$ cat src/rtl/shiftregister_frame_pkg.sv
// Shared definitions for the serial frame shift engine.
package shiftregister_frame_pkg;

  // Frame engine states.
  typedef enum logic {
    IDLE     = 1'b0,
    SHIFTING = 1'b1
  } state_e;

  // Bit counter width: one spare bit above what width-1 needs.
  function automatic int cnt_w(input int w);
    return $clog2(w) + 1;
  endfunction

endpackage

$ cat src/rtl/shiftregister_frame_bitcounter.sv
// Frame bit counter: clear, increment, terminal-count flag at WIDTH-1.
module shiftregister_frame_bitcounter #(
  parameter int WIDTH = 8,
  parameter int CW    = 4
) (
  input  logic clk,
  input  logic reset,
  input  logic clr_i,
  input  logic inc_i,
  output logic tc_o
);

  logic [CW-1:0] count_q, count_d;

  assign tc_o = (count_q == CW'(WIDTH - 1));

  // Next count: clear wins; never advance past the terminal value.
  always_comb begin
    count_d = count_q;
    if (clr_i)
      count_d = '0;
    else if (inc_i && !tc_o)
      count_d = count_q + CW'(1);
  end

  // Count register.
  always_ff @(posedge clk or posedge reset) begin
    if (reset) count_q <= '0;
    else       count_q <= count_d;
  end

endmodule

$ cat src/rtl/shiftregister_frame.sv
// Full-duplex serial shift engine: parallel load, shift out/in on
// peripheral edge strobes, received word reported at frame end.
module shiftregister_frame
  import shiftregister_frame_pkg::*;
#(
  parameter int width    = 8,
  parameter bit lsbFirst = 1'b0
) (
  input  logic             clk,
  input  logic             reset,
  input  logic             sampleEdge,
  input  logic             shiftEdge,
  input  logic             csActive,
  input  logic             txValid,
  output logic             txReady,
  input  logic [width-1:0] txData,
  input  logic             serialDataIn,
  output logic             serialDataOut,
  output logic             rxValid,
  output logic [width-1:0] rxData,
  output logic             busy
);

  localparam int CW = cnt_w(width);

  state_e             state_q, state_d;
  logic [width-1:0]   sr_q, sr_d;
  logic [width-1:0]   rxd_q, rxd_d;
  logic               sdo_q, sdo_d;
  logic               rxv_q, rxv_d;

  logic               load, do_sample, do_shift, done;
  logic               cnt_clr, cnt_inc, cnt_tc;
  logic [width-1:0]   shifted;
  logic               out_bit, first_bit;

  shiftregister_frame_bitcounter #(
    .WIDTH (width),
    .CW    (CW)
  ) u_cnt (
    .clk   (clk),
    .reset (reset),
    .clr_i (cnt_clr),
    .inc_i (cnt_inc),
    .tc_o  (cnt_tc)
  );

  // Bit-order dependent taps: outgoing bit, first load bit, shifted word.
  always_comb begin
    if (lsbFirst) begin
      shifted   = {serialDataIn, sr_q[width-1:1]};
      out_bit   = sr_q[0];
      first_bit = txData[0];
    end else begin
      shifted   = {sr_q[width-2:0], serialDataIn};
      out_bit   = sr_q[width-1];
      first_bit = txData[width-1];
    end
  end

  // FSM next state and datapath strobes; abort beats sample, sample beats shift.
  always_comb begin
    state_d   = state_q;
    load      = 1'b0;
    do_sample = 1'b0;
    do_shift  = 1'b0;
    done      = 1'b0;
    cnt_clr   = 1'b0;
    cnt_inc   = 1'b0;
    case (state_q)
      IDLE: begin
        if (txValid) begin
          load    = 1'b1;
          cnt_clr = 1'b1;
          state_d = SHIFTING;
        end
      end
      SHIFTING: begin
        if (!csActive) begin
          cnt_clr = 1'b1;
          state_d = IDLE;
        end else if (sampleEdge) begin
          do_sample = 1'b1;
          if (cnt_tc) begin
            done    = 1'b1;
            cnt_clr = 1'b1;
            state_d = IDLE;
          end else begin
            cnt_inc = 1'b1;
          end
        end else if (shiftEdge) begin
          do_shift = 1'b1;
        end
      end
      default: state_d = IDLE;
    endcase
  end

  // Datapath next values.
  always_comb begin
    sr_d  = sr_q;
    sdo_d = sdo_q;
    rxd_d = rxd_q;
    rxv_d = done;
    if (load) begin
      sr_d  = txData;
      sdo_d = first_bit;
    end else if (do_sample) begin
      sr_d = shifted;
      if (done) rxd_d = shifted;
    end else if (do_shift) begin
      sdo_d = out_bit;
    end
  end

  // State and datapath registers.
  always_ff @(posedge clk or posedge reset) begin
    if (reset) begin
      state_q <= IDLE;
      sr_q    <= '0;
      rxd_q   <= '0;
      sdo_q   <= 1'b0;
      rxv_q   <= 1'b0;
    end else begin
      state_q <= state_d;
      sr_q    <= sr_d;
      rxd_q   <= rxd_d;
      sdo_q   <= sdo_d;
      rxv_q   <= rxv_d;
    end
  end

  assign txReady       = (state_q == IDLE);
  assign busy          = (state_q == SHIFTING);
  assign serialDataOut = sdo_q;
  assign rxValid       = rxv_q;
  assign rxData        = rxd_q;

endmodule

$ cat config.mk
export PLATFORM = sky130hd
export DESIGN_NAME = shiftregister_frame
export DESIGN_NICKNAME = d
export VERILOG_FILES = /design/src/rtl/shiftregister_frame_pkg.sv /design/src/rtl/shiftregister_frame_bitcounter.sv /design/src/rtl/shiftregister_frame.sv
export SDC_FILE = /design/constraint.sdc
export NUM_CORES = 1
export LEC_CHECK = 0
export ABC_AREA = 1
export CORE_UTILIZATION = 51
export DETAILED_ROUTE_END_ITERATION = 16
export GPL_TIMING_DRIVEN = 0
export PLACE_DENSITY_LB_ADDON = 0.05
export SLEW_MARGIN = 30
export SYNTH_ARGS = -nofsm -noshare
export SYNTH_HDL_FRONTEND = slang
export SYNTH_SLANG_ARGS = --single-unit
$ cat constraint.sdc
create_clock -name clk -period 3.3 [get_ports clk]
set_input_delay 0.66 -clock clk [delete_from_list [all_inputs] [get_ports clk]]
set_output_delay 0.66 -clock clk [all_outputs]
set_load 0.03 [all_outputs]
Yosys cells after proc, flatten, opt, wreduce, memory -nomap -nowiden
Index checks and enable logic that the tools add are counted.
{"block": "totals", "rom_bits": 0, "register_bits": 23, "latchBits": 0, "wordCells": 47, "mem_count": 0, "input_bits": 15, "ram_bits": 0, "output_inout_bits": 12}
{"block": "classes", "n_mul": 0, "muxes": 29, "bitwise_logic": 2, "n_eq_ne": 2, "div_mod_pow": 0, "magnitude_cmp": 0, "shift": 0, "reduce_logical": 7, "addsub": 1}
{"op": "$mux 1", "count": 23}
{"op": "$mux 8", "count": 2}
{"op": "$mux 4", "count": 2}
{"op": "$reduce_bool 2->1", "count": 3}
{"op": "$add 4x1->4 const B", "count": 1}
{"op": "$eq 4x3->1 const B", "count": 1}
{"op": "$pmux 1 s2", "count": 2}
{"op": "$reduce_and 3->1", "count": 1}
{"op": "$ne 2x2->1 const B", "count": 1}
{"op": "$not 1->1", "count": 2}
{"op": "$reduce_and 2->1", "count": 1}
{"op": "$logic_and 1x1->1", "count": 1}
{"op": "$logic_not 1->1", "count": 1}

Logic depth before layout (Yosys ltp)
Gate-level depths: netlist of the first run.
{"block": "depth", "ltp_word": 8, "ltp_mapped": 8, "mapped_depth_nobuf": 8}

Modules after synthesis
Synthesis of the first run repeated with hierarchy kept, for this count alone.
{"block": "unflattened", "hier_cells": 135, "area_unflattened_um2": 1103.6}
{"module": "shiftregister_frame", "area_per_inst_um2": 855.8, "cells_per_inst": 104, "seq_area_each_um2": 475.5, "n_inst": 1}
{"module": "shiftregister_frame_bitcounter", "area_per_inst_um2": 247.7, "cells_per_inst": 31, "seq_area_each_um2": 100.1, "n_inst": 1}

Least setup slack after synthesis of the first run
Ideal clock, no wire load.
{"block": "synth_path", "path_kind": "flip-flop to flip-flop", "start": "register state_q (netlist: busy)", "end": "register sr_q[3]", "setup_ns": 0.131, "synth_period_minus_slack_ns": 1.447, "arrival_time_ns": 1.316, "n_path_buf": 0, "required_time_ns": 3.169, "slack_ns": 1.853, "path_stages_with_launch": 7, "path_cell_list": "dfrtp_1 -> inv_1 -> nand2_1 -> nand2_1 -> inv_1 -> nand2_1 -> o211ai_1"}
{"block": "synth_via", "elab_chain_len": 2, "word_cells_on_any_way": 4, "cone_classes": "mux: 3; reduce/logical: 1"}
{"element": "start: declaration", "line": "shiftregister_frame.sv:26", "text": "state_e state_q, state_d;"}
{"element": "start signal: assignment", "line": "shiftregister_frame.sv:125", "text": "state_q <= state_d;"}
{"element": "$mux 1", "line": "shiftregister_frame.sv:70", "text": "case (state_q)"}
{"element": "$mux 8 or $reduce_bool 2->1 (tied branches)"}
{"element": "end signal: assignment", "line": "shiftregister_frame.sv:126", "text": "sr_q <= sr_d;"}
{"element": "end: declaration", "line": "shiftregister_frame.sv:27", "text": "logic [width-1:0] sr_q, sr_d;"}
Several ways; a longest one is shown, not always the timed one.
A chain may end at the register's enable or synchronous reset.

Final worst setup path of the first run
{"block": "layout_path", "start": "register state_q (netlist: busy)", "end": "output txReady"}
{"block": "layout_via", "elab_chain_len": 1}
{"element": "$not 1->1"}
{"element": "end: declaration", "line": "shiftregister_frame.sv:15", "text": "output logic txReady,"}
No other way between the ends.

==> results of run 1 <==
==> placed cells by master, fill, tap and decap left out, drive strengths merged <==
master and count:
dfrtp 23, clkinv 2, buf 1, o211ai 8, nor2 6, clkbuf 3, clkdlybuf4s50 26, ha 1
o21ai 9, nand4 1, nand2 51, nand3 6, or2 1, inv 20
==> routing by layer <==
layer / share of wire (%) / wire [um] / up-vias
li1: - / - / 464
met1: 48 / 1000 / 429
met2: 49 / 1020 / 22
met3: 2.9 / 60 / 2
met4: 0.62 / 13 / 0
met5: 0 / 0 / -
==> worst max-delay path: stages, from the launching register on <==
cell and delay [ns]:
dfrtp_1 0.45, inv_1 0.10, clkdlybuf4s50_1 0.67
==> power groups by stage <==
stage               registers [mW]  clock network (mW)  logic [mW]
floorplan                    0.343                   0      0.0699
global placement             0.334                   0       0.126
detailed placement           0.336                   0       0.130
CTS                          0.330               0.134       0.131
global route                 0.335               0.145       0.143
finish                       0.330               0.130       0.129
==> cell type report <==
| cell class | count | area (um2) | share of cell area [%] |
|---|---|---|---|
| multi-input combinational | 83 | 415 | 29.6 |
| clock buffer | 3 | 22.5 | 1.61 |
| inverter | 21 | 78.8 | 5.62 |
| clock inverter | 1 | 5.00 | 0.357 |
| tap | 27 | 33.8 | 2.41 |
| buffer | 1 | 11.3 | 0.803 |
| timing repair buffer | 26 | 260 | 18.6 |
| sequential | 23 | 576 | 41.0 |
==> state kept, by name, indices dropped and copies added, names as in the netlist <==
| name | count |
|---|---|
| u_cnt.count_q | 4 |
| busy | 1 |
| serialDataOut | 1 |
| sr_q | 8 |
| rxValid | 1 |
| rxData | 8 |
==> path summary, 6_finish.rpt <==
path / startpoint / to / slack, ns
worst max-delay path: busy / txReady / 1.12
worst min-delay path: rxData[7] / rxData[7] / 0.50
worst max register to register: u_cnt.count_q[0] / rxData[4] / 1.95
worst min register to register: rxData[7] / rxData[7] / 0.50
max in group asynchronous: reset / sr_q[7] / 2.19
min in group asynchronous: reset / sr_q[1] / 0.70
==> metrics by stage <==
step / total power [mW] / cell area, um2 / std cells / hold slack (ns) / util, %
6_report: 0.589 / 1400 / 185 / 0.495 / 70.8
3_5_place_dp: 0.465 / 1380 / 181 / 0.466 / 69.4
4_1_cts: 0.595 / 1400 / 185 / 0.499 / 70.8
3_3_place_gp: 0.461 / 1380 / 181 / 0.464 / 69.4
2_1_floorplan: 0.413 / 1080 / 128 / 0.464 / -
5_1_grt: 0.624 / 1400 / 185 / 0.521 / 70.8
==> logic make-up after synthesis <==
| family | share of synthesized area [%] |
|---|---|
| simple gates | 25.8 |
| flops | 53.2 |
| buf+inv | 8.33 |
| compound gates | 11.5 |
| fa+ha+maj | 1.16 |
==> results.toml, run 1 <==
[outcome]
status = "finished, final reports clean"

[yosys]
netlist_area_mm2 = 0.00108
postSynthCellCount = 128
yosysTopAreaCellShare_pct = 53.2
yosys.area.top_type = "dfrtp_1"
ys_top_cells_by_area = "dfrtp_1, nand2_1, inv_1"
ys_warn_count = 0
synth_most_common_cell = "nand2_1"
synthFlopType = "dfrtp_1"
ys_top_cells_by_count = "nand2_1, dfrtp_1, inv_1"
async_flop_share_pct = 100
synth_area_per_cell_um2 = 8.45
ys_ff_latch = 23
synth_edf_count = 0
syn-num-nets = 144
ys_types = 16
yosysSeqAreaShare_pct = 53.2

[global_route]
grtUsageMet3_pct = 2.64
grt-ovfl-total = 0
grt_pass1_vias = 767
grt_start_max_net_pins = 24
grt_pass1_wl_um = 3160
met2_usage_pct = 33.0
grtUsageTotal_pct = 20.2
grt_use_met1_pct = 26.5
top_usage_layer = "met2"
antenna_found_initial = 0

[clock_tree]
hold_buffers = 0
htreeDepth = 1
cts_inserted_buffers = 3
clock-root-buffer = "clkbuf_4"
clock_sinks = 23
cts_buffer_depth = 2
tritoncts = "built"
clock_latency_ns = 0.31
cts.repair_timing.setup_buffer_count = 0
path_clk_slew_ns = 0.13
cts_resized = 0

[worst_setup_path]
critPathLaunchType = "flip-flop"
path_class = "flip-flop to primary output"
end_kind = "primary output"
reg2regPathDepth = 7
worstPathMaxFanout = 5
critPathRequiredTime_ns = 2.64
cp.arrival_ns = 1.52

[timing]
worstMarginPinSlew_ns = 0.827
skew_ns = 0.0125
hold_viol = 0
setup_viol = 0
finalMaxSlewViolations = 0
fin_setup_tns_ns = 0
rsz0062_at_grt = "false"
setup_ws_ns = 1.12
maxSlewHeadroom_pct = 44.5
fin_crit_ns = 2.18
fmax_mhz = 458
final.period_utilization_pct = 66.1

[die]
fp-row-count = 16
initial_core_util_pct = 54.5
dieArea_mm2 = 0.00231
ios = 27
core_mm2 = 0.00198
die-width_um = 48.0
die_h_um = 48.0

[detailed_routing]
antenna_left = 0
drc = 0
drt_iter0_drc = 25
vias_per_cell = 4.96
drt_pass1_iterations = 4
vias = 917
wl_per_cell_um = 11.3
routed_wl_um = 2090

[cells_and_area]
diodes = 0
n_fill_cell = 154
nets = 175
area_growth_pct = 29.7
final_layout_size_suffix_gt1_share_pct = 12.7

[pwr]
pwr-share-comb_pct = 21.9
p_leak_nw = 0.687
clkPwrFrac_pct = 22.0
p_int_uw = 410
peakVddDrop_mv = 0.281
pwr-share-seq_pct = 56.1
power.switching_uw = 179
p_per_area_mw_per_mm2 = 420
swShare_pct = 30.3

[hold_path]
hp-class = "flip-flop to flip-flop"
holdPathStages = 2

[placement]
post-place-ws_ns = 1.28
place_hpwl_um = 1520
gp_congestion = 0.777
port-buffer-count = 26

[job]
drv_cap = 0
No activity file was read; power rests on OpenSTA's default activity.
==> inputs of run 2 (changes only) <==
--- a/config.mk
+++ b/config.mk
@@ -6,7 +6,7 @@
 export NUM_CORES = 1
 export LEC_CHECK = 0
 export ABC_AREA = 1
-export CORE_UTILIZATION = 51
+export CORE_UTILIZATION = 47
 export DETAILED_ROUTE_END_ITERATION = 16
 export GPL_TIMING_DRIVEN = 0
 export PLACE_DENSITY_LB_ADDON = 0.05
==> constraint.sdc (replaced) <==
create_clock -name clk -period 2.1 [get_ports clk]
set_input_delay 0.42 -clock clk [delete_from_list [all_inputs] [get_ports clk]]
set_output_delay 0.42 -clock clk [all_outputs]
set_load 0.03 [all_outputs]
==> results.toml, run 2 (synthesis results as in run 1) <==
[clock_tree]
htreeDepth = 1
clock_latency_ns = 0.30
cts_buffer_depth = 2
cts_inserted_buffers = 3
path_clk_slew_ns = 0.12
hold_buffers = 0
tritoncts = "built"
clock_sinks = 23
cts_resized = 0
clock-root-buffer = "clkbuf_4"
cts.repair_timing.setup_buffer_count = 0

[worst_setup_path]
cpPeakStageDelay_ns = 0.67
end_kind = "primary output"
path_cells = "inv_1 -> clkdlybuf4s50_1"
critPathLaunchType = "flip-flop"
path_class = "flip-flop to primary output"
r2r_setup_slack_ns = 0.73
slowest_stage = "clkdlybuf4s50_1"
r2r_end = "rxData[6]"
reg2regPathDepth = 7
critical_path.top_delay_family = "buffers and inverters"
critPathRequiredTime_ns = 1.68
crit_start = "busy"
crit_buf_inv = 2
cp.arrival_ns = 1.51
worstPathMaxFanout = 5
r2r-start = "u_cnt.count_q[0]"

[die]
initial_core_util_pct = 49.3
die-width_um = 50.0
fp-row-count = 17
ios = 27
dieArea_mm2 = 0.00250
die_h_um = 50.0
core_mm2 = 0.00219

[pwr]
p_int_uw = 648
power.switching_uw = 272
pwr-share-seq_pct = 56.5
swShare_pct = 29.6
clkPwrFrac_pct = 21.4
peakVddDrop_mv = 0.423
p_per_area_mw_per_mm2 = 656
p_leak_nw = 0.684
pwr-share-comb_pct = 22.1

[cells_and_area]
layout_common_cells = "nand2_1, clkdlybuf4s50_1, dfrtp_1, inv_1, o211ai_1"
mostFrequentLayoutCell = "nand2_1"
area_growth_pct = 29.7
diodes = 0
nets = 175
final_layout_size_suffix_gt1_share_pct = 12.0

[timing]
hold_viol = 0
hold_slack_ns = 0.478
rsz0062_at_grt = "false"
skew_ns = 0.00840
worstMarginPinSlew_ns = 0.810
finalMaxSlewViolations = 0
fin_setup_tns_ns = 0
fmax_mhz = 518
maxSlewHeadroom_pct = 45.7
fin_crit_ns = 1.93
final.period_utilization_pct = 92.0
setup_viol = 0

[job]
drv_cap = 0

[detailed_routing]
wl_per_cell_um = 10.7
routed_wl_um = 2000
vias = 898
drt_iter0_drc = 16
drc = 0
vias_per_cell = 4.83
drt_pass1_iterations = 4
antenna_left = 0

[placement]
gp_congestion = 0.816
port-buffer-count = 26
place_hpwl_um = 1530

[global_route]
grt-ovfl-total = 0
grt_pass1_vias = 848
antenna_found_initial = 0
grtUsageTotal_pct = 18.4
grt_pass1_wl_um = 3460
grt_start_max_net_pins = 24

[hold_path]
hp-class = "input port to asynchronous set/reset pin"

[outcome]
status = "finished, final reports clean"
run 2: changes by cell type in the layout (fill, tap and decap cells not counted), sizes merged:
| cell | previous run | this run |
|---|---|---|
| clkinv | 2 | 1 |
| clkbuf | 3 | 4 |
run 2: how the worst max path moves through the flow:
| stage | depth (start not counted) | slack, ns | endpoint |
|---|---|---|---|
| after floorplan | 6 | 0.65 | sr_q[3] |
| after global placement | 6 | 0.37 | u_cnt.count_q[2] |
| after detailed placement | 6 | 0.34 | sr_q[3] |
| after CTS | 2 | 0.15 | txReady |
| after global routing | 2 | 0.10 | txReady |
| final | 2 | 0.17 | txReady |
run 2: metrics by stage:
| stage | total power, mW | utilization, % | worst slack (ns) | instance area, um2 | std cells |
|---|---|---|---|---|---|
| after detailed placement | 0.732 | 62.8 | 0.338 | 1380 | 182 |
| after global placement | 0.726 | 62.8 | 0.367 | 1380 | 182 |
| after CTS | 0.932 | 64.0 | 0.151 | 1400 | 186 |
| after floorplan | 0.648 | - | 0.653 | 1080 | 128 |
| after global routing | 0.976 | 64.0 | 0.102 | 1400 | 186 |
| final | 0.919 | 64.0 | 0.169 | 1400 | 186 |
run 2: power by group through the flow:
stage / combinational, mW / clock [mW] / sequential (mW)
2_1_floorplan: 0.110 / 0 / 0.539
4_1_cts: 0.206 / 0.207 / 0.519
3_5_place_dp: 0.204 / 0 / 0.528
5_1_grt: 0.230 / 0.219 / 0.527
6_report: 0.203 / 0.197 / 0.520
3_3_place_gp: 0.201 / 0 / 0.525
run 2: metal layers:
layer / global-route usage [%] / up-vias / part of all wire, %
met5: 0 / - / 0
met2: 31.3 / 24 / 46
met1: 22.8 / 406 / 48
met3: 2.47 / 6 / 3.6
met4: 9.05 / 0 / 2.4
li1: - / 462 / -
run 2: area by class of cell:
class	instances	area, um2
Inverter	21	78.8
Sequential cell	23	576
Fill cell	183	788
Buffer	1	11.3
Multi-Input combinational cell	83	415
Timing Repair Buffer	26	260
Tap cell	28	35.0
Clock buffer	4	26.3
run 2: worst register-to-register path, delay by kind of cell (launching register included):
family	cells	cell delay (ns)
flops	1	0.39
simple gates	4	0.40
buf+inv	1	0.19
compound gates	1	0.05
fa+ha+maj	1	0.24
==> inputs of run 3 (changes only) <==
--- a/config.mk
+++ b/config.mk
@@ -10,6 +10,7 @@
 export DETAILED_ROUTE_END_ITERATION = 16
 export GPL_TIMING_DRIVEN = 0
 export PLACE_DENSITY_LB_ADDON = 0.05
+export RECOVER_POWER = 25
 export SLEW_MARGIN = 30
 export SYNTH_ARGS = -nofsm -noshare
 export SYNTH_HDL_FRONTEND = slang
==> results.toml, run 3 (synthesis results as in run 1) <==
[die]
die_h_um = 50.0
die-width_um = 50.0
dieArea_mm2 = 0.00250
fp-row-count = 17
ios = 27
core_mm2 = 0.00219
initial_core_util_pct = 49.3

[timing]
final.period_utilization_pct = 92.0
hold_slack_ns = 0.493
rsz0062_at_grt = "false"
worstMarginPinSlew_ns = 0.810
skew_ns = 0.00840
finalMaxSlewViolations = 0
hold_viol = 0
maxSlewHeadroom_pct = 45.7
fin_crit_ns = 1.93
setup_viol = 0
fin_setup_tns_ns = 0
fmax_mhz = 518

[clock_tree]
cts_resized = 0
htreeDepth = 1
clock_sinks = 23
cts_buffer_depth = 2
hold_buffers = 0
cts.repair_timing.setup_buffer_count = 0
cts_inserted_buffers = 3
clock-root-buffer = "clkbuf_4"
path_clk_slew_ns = 0.11
tritoncts = "built"
clock_latency_ns = 0.30

[global_route]
grt_pass1_vias = 848
grt_start_max_net_pins = 24
antenna_found_initial = 0
grtUsageMet3_pct = 2.47
met2_usage_pct = 31.3
grt-ovfl-total = 0
top_usage_layer = "met2"
grtUsageTotal_pct = 18.4
grt_pass1_wl_um = 3460
grt_use_met1_pct = 22.8

[detailed_routing]
drt_pass1_iterations = 4
drt_iter0_drc = 16
vias = 898
routed_wl_um = 2000
drc = 0
antenna_left = 0
vias_per_cell = 4.83
wl_per_cell_um = 10.7

[pwr]
swShare_pct = 29.6
pwr-share-seq_pct = 56.5
power.switching_uw = 272
p_per_area_mw_per_mm2 = 655
peakVddDrop_mv = 0.423
pwr-share-comb_pct = 22.1
clkPwrFrac_pct = 21.4
p_int_uw = 647
p_leak_nw = 0.685

[cells_and_area]
stdcell_count = 186
layout_common_cells = "nand2_1, clkdlybuf4s50_1, dfrtp_1, inv_1, o211ai_1"
nets = 175
multi_input_area_um2 = 415
regArea_um2 = 576
final_layout_size_suffix_gt1_share_pct = 12.0
diodes = 0
area_growth_pct = 29.7
mostFrequentLayoutCell = "nand2_1"
n_fill_cell = 183

[worst_setup_path]
path_cells = "inv_1 -> clkdlybuf4s50_1"
cpPeakStageDelay_ns = 0.67
cp.arrival_ns = 1.51
critPathLaunchType = "flip-flop"
worstPathMaxFanout = 5
slowest_stage = "clkdlybuf4s50_1"
end_kind = "primary output"
critPathRequiredTime_ns = 1.68
path_class = "flip-flop to primary output"

[placement]
dpl.cell_count = 182
port-buffer-count = 26
gp_congestion = 0.816
place_hpwl_um = 1530

[hold_path]
hp-class = "flip-flop to flip-flop"

[job]
drv_cap = 0

[outcome]
status = "finished, final reports clean"
-- run 3: power by group through the flow --
| stage | Clock [mW] | Sequential, mW | Combinational, mW |
|---|---|---|---|
| after floorplan | 0 | 0.539 | 0.110 |
| after global placement | 0 | 0.525 | 0.201 |
| after detailed placement | 0 | 0.528 | 0.204 |
| after CTS | 0.207 | 0.519 | 0.206 |
| after global routing | 0.219 | 0.527 | 0.229 |
| final | 0.197 | 0.520 | 0.203 |
-- run 3: final timing paths --
| check | startpoint | endpoint | slack [ns] | cells after the start |
|---|---|---|---|---|
| setup / recovery | busy | txReady | 0.17 | 2 |
| hold / removal | rxData[4] | rxData[4] | 0.49 | 2 |
| setup reg to reg | u_cnt.count_q[0] | rxData[6] | 0.73 | 7 |
| hold reg to reg | rxData[4] | rxData[4] | 0.49 | 2 |
| max in group asynchronous | reset | sr_q[4] | 1.10 | 2 |
| min in group asynchronous | reset | rxData[0] | 0.61 | 2 |
-- run 3: area by class of cell --
type                            instances  area share (%)
Multi-Input combinational cell         83            29.6
Sequential cell                        23            41.0
Inverter                               21            5.62
Tap cell                               28            2.50
Clock buffer                            4            1.87
Timing Repair Buffer                   26            18.6
Buffer                                  1           0.803
-- run 3: stage by stage --
step / instance area [um2] / utilization, % / total power [mW] / setup WS [ns]
final: 1400 / 64.0 / 0.919 / 0.169
after floorplan: 1080 / - / 0.648 / 0.653
after global routing: 1400 / 64.0 / 0.975 / 0.102
after CTS: 1400 / 64.0 / 0.932 / 0.151
after global placement: 1380 / 62.8 / 0.726 / 0.367
after detailed placement: 1380 / 62.8 / 0.732 / 0.338
-- run 3: metal layers --
layer	up-vias	wire (um)
li1	462	-
met1	406	952
met2	24	922
met3	6	71
met4	0	48
met5	-	0
-- run 3: worst max-delay path, delay by kind of cell, from the launching register on --
kind | cells | cell delay (ns)
flops | 1 | 0.44
buf+inv | 2 | 0.77
